[src/rtl/imm_materializer_if.sv]
// Request/instruction-stream bundle for imm_materializer.
// The slave side is the materializer; the master side requests constants and consumes instructions.
interface imm_materializer_if;
    logic        req_valid;
    logic        req_ready;
    logic [63:0] req_value;
    logic [4:0]  req_rd;
    logic        out_valid;
    logic        out_ready;
    logic [31:0] out_inst;
    logic        out_last;

    modport master (
        output req_valid, req_value, req_rd, out_ready,
        input  req_ready, out_valid, out_inst, out_last
    );

    modport slave (
        input  req_valid, req_value, req_rd, out_ready,
        output req_ready, out_valid, out_inst, out_last
    );
endinterface

[src/rtl/imm_materializer.sv]
// Turns a 64-bit constant into the RV64I LUI/ADDI/ADDIW/SLLI sequence that rebuilds it in rd.
// Build option LI_COMPRESS_EN drops zero-immediate ADDI/ADDIW and merges their shifts.
module imm_materializer (
    input  logic              clk,
    input  logic              rst,
    imm_materializer_if.slave bus
);
    localparam logic [6:0]  OP_IMM   = 7'h13;
    localparam logic [6:0]  OP_IMM32 = 7'h1B;
    localparam logic [6:0]  OP_LUI   = 7'h37;
    localparam logic [31:0] INST_NOP = 32'h0000_0013;

    typedef enum logic {IDLE, EMIT} state_t;

    function automatic logic [31:0] enc_i(input logic [6:0] op, input logic [2:0] f3,
                                          input logic [4:0] rd, input logic [4:0] rs1,
                                          input logic [11:0] imm);
        return {imm, rs1, f3, rd, op};
    endfunction

    function automatic logic [31:0] enc_lui(input logic [4:0] rd, input logic [19:0] imm);
        return {imm, rd, OP_LUI};
    endfunction

    function automatic logic [31:0] enc_slli(input logic [4:0] rd, input logic [5:0] shamt);
        return {6'b000000, shamt, rd, 3'b001, rd, OP_IMM};
    endfunction

    state_t      state_reg;
    logic        req_ready_reg;
    logic        out_valid_reg;
    logic        out_last_reg;
    logic [31:0] out_inst_reg;
    logic [3:0]  step_reg;
    logic [3:0]  len_reg;
    logic [31:0] seq_reg  [0:7];
    logic [31:0] seq_next [0:7];
    logic [3:0]  len_next;

    logic [63:0] v;
    logic [4:0]  rd;
    logic [31:0] hi;
    logic        fits_s12;
    logic        fits_s32;
    logic        hi_s12;
    logic [19:0] lo_hi20;
    logic [19:0] hi_hi20;
    logic [11:0] chunk    [0:2];
    logic [5:0]  chunk_sh [0:2];
    logic        accept;
`ifdef LI_COMPRESS_EN
    logic [5:0]  pend;
`endif

    assign v        = bus.req_value;
    assign rd       = bus.req_rd;
    assign hi       = v[63:32];
    assign fits_s12 = (v == {{52{v[11]}}, v[11:0]});
    assign fits_s32 = (v == {{32{v[31]}}, v[31:0]});
    assign hi_s12   = (hi == {{20{hi[11]}}, hi[11:0]});
    // The +0x800 rounding compensates for the sign of the following 12-bit add.
    assign lo_hi20  = v[31:12] + {19'd0, v[11]};
    assign hi_hi20  = hi[31:12] + {19'd0, hi[11]};

    // Low word rebuilt in zero-extended chunks so no ADDI ever sign-corrupts the result.
    assign chunk[0]    = {1'b0, v[31:21]};
    assign chunk[1]    = {1'b0, v[20:10]};
    assign chunk[2]    = {2'b00, v[9:0]};
    assign chunk_sh[0] = 6'd11;
    assign chunk_sh[1] = 6'd11;
    assign chunk_sh[2] = 6'd10;

    assign accept = (state_reg == IDLE) && bus.req_valid;

    always_comb begin
        for (int i = 0; i < 8; i++) seq_next[i] = INST_NOP;
        len_next = 4'd0;
`ifdef LI_COMPRESS_EN
        pend = 6'd0;
`endif
        if (rd == 5'd0) begin
            seq_next[0] = INST_NOP;
            len_next    = 4'd1;
        end else if (fits_s12) begin
            seq_next[0] = enc_i(OP_IMM, 3'd0, rd, 5'd0, v[11:0]);
            len_next    = 4'd1;
        end else if (fits_s32) begin
            seq_next[0] = enc_lui(rd, lo_hi20);
            seq_next[1] = enc_i(OP_IMM32, 3'd0, rd, rd, v[11:0]);
            len_next    = 4'd2;
`ifdef LI_COMPRESS_EN
            if (v[11:0] == 12'd0) len_next = 4'd1;
`endif
        end else begin
            if (hi_s12) begin
                seq_next[0] = enc_i(OP_IMM, 3'd0, rd, 5'd0, hi[11:0]);
                len_next    = 4'd1;
            end else begin
                seq_next[0] = enc_lui(rd, hi_hi20);
                seq_next[1] = enc_i(OP_IMM32, 3'd0, rd, rd, hi[11:0]);
                len_next    = 4'd2;
`ifdef LI_COMPRESS_EN
                if (hi[11:0] == 12'd0) len_next = 4'd1;
`endif
            end
            for (int k = 0; k < 3; k++) begin
`ifdef LI_COMPRESS_EN
                pend = pend + chunk_sh[k];
                if (chunk[k] != 12'd0) begin
                    seq_next[len_next[2:0]]        = enc_slli(rd, pend);
                    seq_next[len_next[2:0] + 3'd1] = enc_i(OP_IMM, 3'd0, rd, rd, chunk[k]);
                    len_next = len_next + 4'd2;
                    pend     = 6'd0;
                end
`else
                seq_next[len_next[2:0]]        = enc_slli(rd, chunk_sh[k]);
                seq_next[len_next[2:0] + 3'd1] = enc_i(OP_IMM, 3'd0, rd, rd, chunk[k]);
                len_next = len_next + 4'd2;
`endif
            end
`ifdef LI_COMPRESS_EN
            // Trailing zero chunks still owe their shift; flush it as one SLLI.
            if (pend != 6'd0) begin
                seq_next[len_next[2:0]] = enc_slli(rd, pend);
                len_next = len_next + 4'd1;
            end
`endif
        end
    end

    genvar gi;
    generate
        for (gi = 0; gi < 8; gi++) begin : g_seq
            always_ff @(posedge clk) begin
                if (accept) seq_reg[gi] <= seq_next[gi];
            end
        end
    endgenerate

    always_ff @(posedge clk) begin
        if (rst) begin
            state_reg     <= IDLE;
            req_ready_reg <= 1'b1;
            out_valid_reg <= 1'b0;
            out_last_reg  <= 1'b0;
            out_inst_reg  <= 32'd0;
            step_reg      <= 4'd0;
            len_reg       <= 4'd0;
        end else begin
            case (state_reg)
                IDLE: begin
                    if (bus.req_valid) begin
                        state_reg     <= EMIT;
                        req_ready_reg <= 1'b0;
                        out_valid_reg <= 1'b1;
                        out_inst_reg  <= seq_next[0];
                        out_last_reg  <= (len_next == 4'd1);
                        step_reg      <= 4'd1;
                        len_reg       <= len_next;
                    end
                end
                EMIT: begin
                    if (out_valid_reg && bus.out_ready) begin
                        if (out_last_reg) begin
                            state_reg     <= IDLE;
                            req_ready_reg <= 1'b1;
                            out_valid_reg <= 1'b0;
                            out_last_reg  <= 1'b0;
                            out_inst_reg  <= 32'd0;
                            step_reg      <= 4'd0;
                        end else begin
                            out_inst_reg <= seq_reg[step_reg[2:0]];
                            out_last_reg <= (step_reg == len_reg - 4'd1);
                            step_reg     <= step_reg + 4'd1;
                        end
                    end
                end
                default: state_reg <= IDLE;
            endcase
        end
    end

    assign bus.req_ready = req_ready_reg;
    assign bus.out_valid = out_valid_reg;
    assign bus.out_last  = out_last_reg;
    assign bus.out_inst  = out_inst_reg;
endmodule

[src/flat_wrapper.sv]
// flat-port wrapper written by rule: the top's interface ports become plain ports
module imm_materializer_flat 
  (clk, rst, bus_req_valid, bus_req_value, bus_req_rd, bus_out_ready, bus_req_ready, bus_out_valid, bus_out_inst, bus_out_last);
  imm_materializer_if bus_i ();
  input  logic clk;
  input  logic rst;
  input wire logic [$bits(bus_i.req_valid)-1:0] bus_req_valid;
  input wire logic [$bits(bus_i.req_value)-1:0] bus_req_value;
  input wire logic [$bits(bus_i.req_rd)-1:0] bus_req_rd;
  input wire logic [$bits(bus_i.out_ready)-1:0] bus_out_ready;
  output wire logic [$bits(bus_i.req_ready)-1:0] bus_req_ready;
  output wire logic [$bits(bus_i.out_valid)-1:0] bus_out_valid;
  output wire logic [$bits(bus_i.out_inst)-1:0] bus_out_inst;
  output wire logic [$bits(bus_i.out_last)-1:0] bus_out_last;
  assign bus_i.req_valid = bus_req_valid;
  assign bus_i.req_value = bus_req_value;
  assign bus_i.req_rd = bus_req_rd;
  assign bus_i.out_ready = bus_out_ready;
  assign bus_req_ready = bus_i.req_ready;
  assign bus_out_valid = bus_i.out_valid;
  assign bus_out_inst = bus_i.out_inst;
  assign bus_out_last = bus_i.out_last;
  imm_materializer u_core (.clk(clk), .rst(rst), .bus(bus_i));
endmodule
[config.mk]
export PLATFORM = sky130hd
export DESIGN_NAME = imm_materializer_flat
export DESIGN_NICKNAME = d
export VERILOG_FILES = /design/src/rtl/imm_materializer_if.sv /design/src/rtl/imm_materializer.sv /design/src/flat_wrapper.sv
export SDC_FILE = /design/constraint.sdc
export NUM_CORES = 1
export LEC_CHECK = 0
export CORE_MARGIN = 3
export CORE_UTILIZATION = 35
export DETAILED_ROUTE_END_ITERATION = 10
export DONT_BUFFER_PORTS = 1
export GPL_ROUTABILITY_DRIVEN = 0
export GPL_TIMING_DRIVEN = 1
export SYNTH_ARGS = -nofsm -noshare
export SYNTH_HDL_FRONTEND = slang
export SYNTH_SLANG_ARGS = --single-unit
[constraint.sdc]
create_clock -name clk -period 12 [get_ports clk]
set_input_delay 2.4 -clock clk [delete_from_list [all_inputs] [get_ports clk]]
set_output_delay 2.4 -clock clk [all_outputs]
set_load 0.02 [all_outputs]
==> results of run 1 <==
[area by class of cell]
cell class | instances | area [µm²]
Clock buffer | 22 | 495
Clock inverter | 10 | 96.3
Fill cell | 2329 | 14900
Inverter | 12 | 47.5
Multi-Input combinational cell | 555 | 3960
Sequential cell | 164 | 4500
Tap cell | 324 | 405
Timing Repair Buffer | 10 | 75.1
[cell usage after synthesis, drive strengths merged (2+ instances only)]
library cell	instances	share of area
ha	6	0.0085
a221o	3	0.0034
o21bai	4	0.0034
a22o	10	0.010
o31ai	5	0.0054
nor4	23	0.016
a31oi	6	0.0043
or4	4	0.0038
o211ai	4	0.0034
dfxtp	43	0.098
clkbuf	39	0.017
or2	6	0.0043
o21ai	20	0.012
a21oi	29	0.018
nor3	22	0.015
a22oi	6	0.0051
a221oi	11	0.012
o22ai	4	0.0028
nand3	17	0.0097
nand4	16	0.011
xnor2	22	0.022
mux2i	19	0.022
a2bb2oi	2	0.0020
mux4	21	0.054
a311oi	2	0.0020
inv	12	0.0051
and4	7	0.0070
a21o	6	0.0051
nand2	60	0.026
edfxtp	121	0.41
and3	8	0.0057
xor2	22	0.022
a211o	2	0.0020
nor2	57	0.025
a2111oi	2	0.0020
buf	23	0.018
o221a	3	0.0038
o21a	16	0.014
o221ai	6	0.0060
nor2b	16	0.011
mux2	3	0.0038
and2	60	0.043
a211oi	11	0.010
or3	5	0.0036
[per-stage QoR]
stage	util	hold slack, ps
2_1_floorplan	-	450
3_3_place_gp	0.367	453
3_5_place_dp	0.367	462
4_1_cts	0.391	470
5_1_grt	0.391	500
6_report	0.391	470
[power groups by stage]
stage | logic, mW | registers (mW) | clock network [mW]
2_1_floorplan | 0.0938 | 0.681 | 0
3_3_place_gp | 0.107 | 0.693 | 0
3_5_place_dp | 0.107 | 0.694 | 0
4_1_cts | 0.108 | 0.681 | 0.548
5_1_grt | 0.118 | 0.685 | 0.569
6_report | 0.108 | 0.680 | 0.544
[worst paths after layout]
path                             startpoint                              endpoint  slack [ps]  depth (start not counted)
max reg2reg     u_core.state_reg$_SDFF_PP0_  u_core.bus.out_inst[13]$_SDFFE_PP0P_        8790                          7
min reg2reg  u_core.len_reg[3]$_SDFFE_PP0P_        u_core.len_reg[3]$_SDFFE_PP0P_         470                          2
max                       bus_req_value[59]   u_core.seq_reg[4][28]$_SDFFCE_PP0P_        7350                          7
min          u_core.len_reg[3]$_SDFFE_PP0P_        u_core.len_reg[3]$_SDFFE_PP0P_         470                          2
[worst register-to-register path, stage by stage, from the launching register on]
cell and delay, ps:
dfxtp_1 710, inv_1 430, or3_1 600, nor3_1 740, buf_4 300, and3_1 170
a21oi_1 40, o22ai_1 150
[cells in the final DEF, fill, tap and decap left out, types with 5 or more instances in the layout]
| cell | count |
|---|---|
| a21oi_1 | 28 |
| a31oi_1 | 6 |
| nand2_1 | 60 |
| or3_1 | 5 |
| a221oi_1 | 9 |
| a22oi_1 | 6 |
| nor4_1 | 23 |
| buf_4 | 10 |
| and4_1 | 7 |
| o221ai_1 | 6 |
| clkbuf_16 | 18 |
| nand4_1 | 16 |
| a211oi_1 | 10 |
| or2_2 | 5 |
| xor2_1 | 22 |
| dfxtp_1 | 42 |
| inv_1 | 11 |
| o21ai_0 | 16 |
| a22o_1 | 10 |
| nor2_1 | 55 |
| nand3_1 | 17 |
| mux2i_1 | 19 |
| a21o_1 | 6 |
| and2_1 | 60 |
| and3_1 | 8 |
| edfxtp_1 | 121 |
| ha_1 | 6 |
| mux4_2 | 21 |
| xnor2_1 | 22 |
| nor3_1 | 19 |
| o21a_1 | 15 |
| nor2b_1 | 16 |
[logic make-up after synthesis]
family | count (synthesis) | synth area share
AO/OA/AOI/OAI | 158 | 0.133
AND/OR/NAND/NOR | 303 | 0.184
flip-flops | 164 | 0.512
multiplexers | 43 | 0.0793
adder cells (fa/ha/maj) | 6 | 0.00855
other | 1 | 0.000427
buffers and inverters | 74 | 0.0395
XOR/XNOR | 44 | 0.0439
[per-layer routing]
| layer | global-route usage | wire length [µm] | up-vias |
|---|---|---|---|
| li1 | - | - | 2923 |
| met1 | 0.257 | 10900 | 3171 |
| met5 | 0.0189 | 74 | - |
| met2 | 0.278 | 11200 | 259 |
| met4 | 0.0694 | 720 | 2 |
| met3 | 0.0497 | 1960 | 42 |
==> qor.yml, run 1 <==
tns_ps: 0
ctsResizeCount: 0
min_period_ps: 4650
critPathArrivalTime_ps: 4940
dp_hpwl_mm: 17.2
synth_ff_type: "edfxtp_1"
syn_to_final_growth_pct: 8.99
path_buf_inv: 1
fmax_ghz: 0.215
synth_edf_count: 121
cp-end-kind: "flip-flop"
grt_pass1_vias: 6024
status: "completed"
path_cells: "nand4_1 > or4_4 > nor2_1 > o21ai_2 > buf_4 > nor3_4 > and2_1"
first_pass_iters: 5
clock_path_buffers: 2
critPathLaunchType: "input port"
placed_cells: 1065
p_switching_mw: 0.323
setup_viol: 0
p_leak_nw: 3.17
start_util: 0.359
maxSlewHeadroom: 0.275
pwr-share-seq: 0.511
cp_slowest_stage_delay_ps: 830
h-tree-depth: 4
powerDensity_nw_per_um2: 139
vdd_ir_drop_max_mv: 0.0683
drv_slew: 0
drive_above_1_share: 0.119
crit_type: "in -> reg"
num_io_pins: 108
worst_ep_required_time_ps: 12290
pre_cts_ws_ps: 6900
post_cts_buffers: 0
io_buffer_count: 0
combPwrFrac: 0.081
drtIter0Drc: 612
worst_pin_slew_ps: 1080
synth_area_um2: 8780
syn_nets: 872
grt_max_degree: 76
gr-usage-all-layers: 0.186
fin_area_um2: 9570
coreArea_um2: 24500
hold_class: "reg -> reg"
cts-root-buf: "clkbuf_16"
cts_hold_buf: 0
antenna_found_initial: 0
rows: 57
vias: 6397
fin_crit_sh: 0.387
rsz0062_at_grt: "false"
wl_mm: 24.8
avgViaCountPerCell: 5.83
clkPwrFrac: 0.408
routedWlPerCell_um: 22.6
diodes: 0
largest_register_ffs: 121
ys_warn_count: 0
nets: 839
maxCapViolCount: 0
dieArea_um2: 27000
cpMaxStageDelayCell: "nor3_4"
placed_cell_area_um2: 8980
cts.clk_slew.worst_paths_ps: 60
p_total_mw: 1.33
synthArstFlopShare: 0
p_int_mw: 1.01
p_sw_frac: 0.243
grt_pass1_wl_mm: 37.6
cp_max_fo: 25
ys_seq_area_frac: 0.512
gr-total-overflow: 0
synth_cells: 793
tritoncts: "built"
instances_no_fill: 1097
ant_nets: 0
drc_errors: 0
synth.distinct_cells: 68
syn_area_per_cell_um2: 11.1
clk_latency_ps: 440
hold_viol: 0
cts_made_buffers: 17
critPathTopFamily: "simple AND/OR/NAND/NOR gates"
synth-seq-cells: 164
finClkSkew_ps: 11.3
cts.sinks: 164
die_w_um: 164
die_h_um: 164
setup_ws_ps: 7350
Power figures use the tool's default switching activity.
==> inputs of run 2 (changes only) <==
==> constraint.sdc (replaced) <==
create_clock -name clk -period 4.3 [get_ports clk]
set_input_delay 0.86 -clock clk [delete_from_list [all_inputs] [get_ports clk]]
set_output_delay 0.86 -clock clk [all_outputs]
set_load 0.02 [all_outputs]
==> run 2 against run 1 <==
Clock-buffer cell count is 2 lower. Hold slack hardly changed. Via count is 1.0% lower. Largest power group unchanged. Largest cell class unchanged. Die area stayed put. Wire length is 0.57% lower. Global-route usage hardly changed. Power grew to 2.7 times the previous value. Non-clock buffer count is 7 higher.
==> qor.yml, run 2 (synthesis gave the netlist of run 1 again) <==
status: "completed"
gr-total-overflow: 0  # unchanged
powerDensity_nw_per_um2: 381  # +170%
r2r_slack_ps: 1100  # -7690 ps
grt_pass1_vias: 6153  # +2.1%
largest_register_ffs: 121  # unchanged
cts.sinks: 164  # unchanged
p_leak_nw: 3.20  # +0.92%
hold_viol: 0  # unchanged
cp_max_fo: 14  # -44%
diodes: 0  # unchanged
grt_max_degree: 62  # -18%
cp-end-kind: "flip-flop"
cts_hold_buf: 0  # unchanged
met2_usage: 0.287  # +0.00902
hold_class: "reg -> reg"
critPathLaunchType: "flip-flop"
met3_usage: 0.0632  # +0.0135
die_h_um: 164  # unchanged
grt_pass1_wl_mm: 37.7  # +0.26%
rr_startpoint: "u_core.state_reg$_SDFF_PP0_"
rsz0062_at_grt: "false"
fin_area_um2: 9600  # +0.29%
wl_mm: 24.7  # -0.57%
gr-usage-all-layers: 0.186  # +0.000343
coreArea_um2: 24500  # unchanged
num_io_pins: 108  # unchanged
dieArea_um2: 27000  # unchanged
clkPwrFrac: 0.399  # -0.009
die_w_um: 164  # unchanged
cts.clk_slew.worst_paths_ps: 60  # about the same
pre_cts_ws_ps: 890  # -6010 ps
worst_pin_slew_ps: 1010  # -73.3 ps
multi_input_area_um2: 3950  # -0.16%
maxSlewHeadroom: 0.321  # +0.0460
fmax_ghz: 0.312
cts_made_buffers: 17  # unchanged
h-tree-depth: 4  # unchanged
drtIter0Drc: 548  # -10%
p_sw_frac: 0.245  # +0.00201
busiest_layer: "met2"
clk_latency_ps: 440  # about the same
setup_ws_ps: 1100  # -6260 ps
drive_above_1_share: 0.126  # +0.00662
min_period_ps: 3200
drc_errors: 0  # unchanged
pwr-share-seq: 0.516  # +0.005
setup_viol: 0  # unchanged
start_util: 0.359  # unchanged
dp_hpwl_mm: 17.9  # +4.2%
p_switching_mw: 0.896  # +180%
syn_to_final_growth_pct: 9.30
avgViaCountPerCell: 5.74  # -1.6%
routedWlPerCell_um: 22.4  # -1.2%
regArea_um2: 4500  # unchanged
maxCapViolCount: 0  # unchanged
first_pass_iters: 6  # +1
min_from: "u_core.len_reg[3]$_SDFFE_PP0P_"
ant_nets: 0  # unchanged
antenna_found_initial: 0  # unchanged
utilization: 0.392  # +0.00113
fill_cells: 2292  # -1.6%
rows: 57  # unchanged
tritoncts: "built"
critPathArrivalTime_ps: 3550  # -1390 ps
clock_path_buffers: 2  # unchanged
post_cts_buffers: 0  # unchanged
finClkSkew_ps: 12.8  # +1.45 ps
mostFrequentLayoutCells: "121 x edfxtp_1, 60 x nand2_1, 60 x and2_1"
p_int_mw: 2.76  # +170%
drv_slew: 0  # unchanged
crit_start: "u_core.state_reg$_SDFF_PP0_"
placed_cell_area_um2: 9040  # +0.65%
final_common_cell: "edfxtp_1"
nets: 846  # +0.83%
combPwrFrac: 0.086  # +0.005
use_met1: 0.251  # -0.00638
worst_ep_required_time_ps: 4640  # -7650 ps
ctsResizeCount: 0  # unchanged
crit_type: "reg -> reg"
cts-root-buf: "clkbuf_16"
io_buffer_count: 0  # unchanged
vdd_ir_drop_max_mv: 0.230  # +240%
vias: 6333  # -1.0%
fin_crit_sh: 0.745
tns_ps: 0  # unchanged
## run 2: changes by cell type in the layout (fill, tap and decap cells not counted), sizes merged
cell and delta:
buf +7, clkbuf -2, inv +1, clkinvlp +1
## run 2: area by class of cell
| class | count | share of cell area |
|---|---|---|
| inverter | 12 | 0.00495 |
| tap | 324 | 0.0422 |
| clock inverter | 12 | 0.0108 |
| sequential | 164 | 0.468 |
| timing repair buffer | 17 | 0.0146 |
| multi-input combinational | 555 | 0.412 |
| clock buffer | 20 | 0.0476 |
## run 2: critical path: stages (launching register included)
cell	delay, ps
dfxtp_1	690
inv_1	410
or3_1	590
nor3_1	820
buf_4	290
a21oi_1	80
a211oi_1	230
## run 2: power by group through the flow
stage / Combinational (mW) / Clock (mW) / Sequential [mW]
final: 0.313 / 1.46 / 1.89
after global placement: 0.311 / 0 / 1.92
after global routing: 0.347 / 1.55 / 1.90
after floorplan: 0.262 / 0 / 1.90
after CTS: 0.314 / 1.47 / 1.89
after detailed placement: 0.313 / 0 / 1.92
## run 2: path summary, 6_finish.rpt
kind,cells after the start,to
max,6,u_core.bus.out_inst[16]$_SDFFE_PP0P_
min,2,u_core.len_reg[3]$_SDFFE_PP0P_
max reg2reg,6,u_core.bus.out_inst[16]$_SDFFE_PP0P_
min reg2reg,2,u_core.len_reg[3]$_SDFFE_PP0P_
## run 2: per-layer routing
metal	share of wire	wire length [µm]
met1	0.44	10900
met2	0.46	11300
met3	0.083	2050
met4	0.016	397
met5	0	0
## run 2: through the flow
stage | hold WS (ps) | std cells | total power, mW
floorplan | 450 | 793 | 2.16
global placement | 456 | 1072 | 2.23
detailed placement | 463 | 1072 | 2.24
CTS | 471 | 1104 | 3.67
global route | 476 | 1104 | 3.79
finish | 470 | 1104 | 3.66
==> inputs of run 3 (changes only) <==
==> constraint.sdc (replaced) <==
create_clock -name clk -period 2.8 [get_ports clk]
set_input_delay 0.56 -clock clk [delete_from_list [all_inputs] [get_ports clk]]
set_output_delay 0.56 -clock clk [all_outputs]
set_load 0.02 [all_outputs]
==> run 3 against run 2 <==
Cell count rose by 2.1%. Sequential cell count stayed put. Design area increased by 3.5%. Critical path type is now in -> reg. Core utilization rose by 1.4 points. First-iteration DRC count up 14%. Largest power group unchanged. Clock skew fell by 4.7 ps. Combinational power grew 58%. Critical path depth increased by 3.
==> qor.yml, run 3 (synthesis gave the netlist of run 1 again) <==
status: "completed"
rr_startpoint: "u_core.state_reg$_SDFF_PP0_"
p_leak_nw: 3.39  # +5.9%
fill_cells: 2324  # +1.4%
vdd_ir_drop_max_mv: 0.303  # +32%
rsz0062_at_grt: "false"
largest_register_ffs: 121  # unchanged
drv_slew: 0  # unchanged
routedWlPerCell_um: 22.2  # -0.63%
clkPwrFrac: 0.426  # +0.027
min_period_ps: 2350
maxSlewHeadroom: 0.268  # -0.0529
critPathLaunchType: "input port"
cts.sinks: 164  # unchanged
r2r_end: "u_core.bus.out_inst[16]$_SDFFE_PP0P_"
wl_mm: 25.1  # +1.4%
gr-usage-all-layers: 0.190  # +0.00388
dieArea_um2: 27000  # unchanged
placed_cells: 1095  # +2.1%
powerDensity_nw_per_um2: 596  # +56%
diodes: 0  # unchanged
worst_pin_slew_ps: 1090  # +83.6 ps
gr-total-overflow: 0  # unchanged
grt_pass1_vias: 6370  # +3.5%
drtIter0Drc: 625  # +14%
start_util: 0.359  # unchanged
p_int_mw: 4.52  # +63%
min_from: "rst"
worst_ep_required_time_ps: 3140  # -1500 ps
clk_latency_ps: 430  # about the same
placed_cell_area_um2: 9300  # +2.8%
combPwrFrac: 0.084  # -0.002
cpMaxStageDelayCell: "or4_4"
grt_max_degree: 87  # +40%
p_switching_mw: 1.40  # +56%
cpMostUsedCell: "buf_4"
clock_path_buffers: 2  # unchanged
cts.clk_slew.worst_paths_ps: 60  # about the same
hold_viol: 0  # unchanged
fmax_ghz: 0.425
coreArea_um2: 24500  # unchanged
min_path_cells: 1  # -1
instances_no_fill: 1127  # +2.1%
drive_above_1_share: 0.154  # +0.0288
syn_to_final_growth_pct: 13.1
ant_nets: 0  # unchanged
hold_class: "in -> reg"
h-tree-depth: 4  # unchanged
utilization: 0.406  # +0.0137
die_h_um: 164  # unchanged
die_w_um: 164  # unchanged
r2r_cells: 7  # +1
critPathArrivalTime_ps: 2690  # -860 ps
mostFrequentLayoutCells: "121 x edfxtp_1, 60 x nand2_1, 60 x and2_1"
num_io_pins: 108  # unchanged
cts-root-buf: "clkbuf_16"
dp_hpwl_mm: 18.2  # +1.9%
cp_max_fo: 17  # +3
cp_slowest_stage_delay_ps: 570  # -250 ps
cp-end-kind: "flip-flop"
setup_viol: 0  # unchanged
first_pass_iters: 5  # -1
rows: 57  # unchanged
path_cells: "nand4_1 > or4_4 > nor3_4 > buf_4 > o21ai_2 > buf_4 > nor4_1 > o21ai_0 > a211oi_1"
p_sw_frac: 0.237  # -0.00803
antenna_found_initial: 0  # unchanged
cts_hold_buf: 0  # unchanged
ctsResizeCount: 0  # unchanged
final_common_cell: "edfxtp_1"
vias: 6434  # +1.6%
cts_made_buffers: 17  # unchanged
tritoncts: "built"
r2r_slack_ps: 570  # -530 ps
fin_area_um2: 9930  # +3.5%
io_buffer_count: 0  # unchanged
post_cts_buffers: 0  # unchanged
drc_errors: 0  # unchanged
crit_type: "in -> reg"
pre_cts_ws_ps: 50.6  # -839 ps
nets: 869  # +2.7%
pwr-share-seq: 0.490  # -0.026
setup_ws_ps: 450  # -647 ps
maxCapViolCount: 0  # unchanged
holdPathEnd: "u_core.bus.out_inst[11]$_SDFFE_PP0P_"
grt_pass1_wl_mm: 38.8  # +3.0%
avgViaCountPerCell: 5.71  # -0.48%
finClkSkew_ps: 8.09  # -4.69 ps
fin_crit_sh: 0.839
-- run 3: cell count changes in the layout (fill, tap and decap cells not counted), sizes merged --
cell,before,now
clkinvlp,5,2
inv,14,15
clkinv,4,5
clkbuf,20,18
buf,17,40
bufinv,1,4
-- run 3: routing by layer --
layer	up-vias	part of all wire	routed length [µm]	GRT usage
met5	-	0	0	0
met4	0	0.028	703	0.0675
met3	46	0.075	1890	0.0517
met2	232	0.46	11600	0.292
met1	3181	0.43	10900	0.259
li1	2975	-	-	-
-- run 3: area by class of cell --
class / instances / area, µm² / share of cell area
multi-input combinational: 555 / 3960 / 0.398
clock inverter: 14 / 199 / 0.0200
timing repair buffer: 40 / 388 / 0.0390
sequential: 164 / 4500 / 0.453
clock buffer: 18 / 439 / 0.0442
inverter: 12 / 48.8 / 0.00491
tap: 324 / 405 / 0.0408
-- run 3: metrics by stage --
step	hold slack [ps]	power, mW	setup TNS [ps]
after floorplan	450	3.32	-19060
after global placement	454	3.44	0
after detailed placement	464	3.45	0
after CTS	181	5.95	0
after global routing	181	6.12	0
final	197	5.92	0
-- run 3: power by group through the flow --
stage               sequential, mW  combinational, mW  clock [mW]
global placement              2.95              0.492           0
global route                  2.92              0.553        2.65
floorplan                     2.91              0.406           0
detailed placement            2.96              0.494           0
finish                        2.90              0.495        2.52
CTS                           2.90              0.498        2.55
-- run 3: worst max-delay path by stage --
stage                            startpoint                              endpoint  slack, ps
after floorplan               bus_req_valid       u_core.seq_reg[0][10]$_DFFE_PP_       -160
after global placement    bus_req_value[59]  u_core.bus.out_inst[16]$_SDFFE_PP0P_         30
after detailed placement  bus_req_value[59]  u_core.bus.out_inst[15]$_SDFFE_PP0P_         50
after CTS                 bus_req_value[59]  u_core.bus.out_inst[15]$_SDFFE_PP0P_        470
after global routing      bus_req_value[47]  u_core.bus.out_inst[16]$_SDFFE_PP0P_        230
final                     bus_req_value[59]  u_core.bus.out_inst[15]$_SDFFE_PP0P_        450
-- run 3: worst max-delay path: cells and delay by family --
kind | cells | cell delay, ps
buf+inv | 2 | 380
compound gates | 3 | 510
simple gates | 4 | 1240
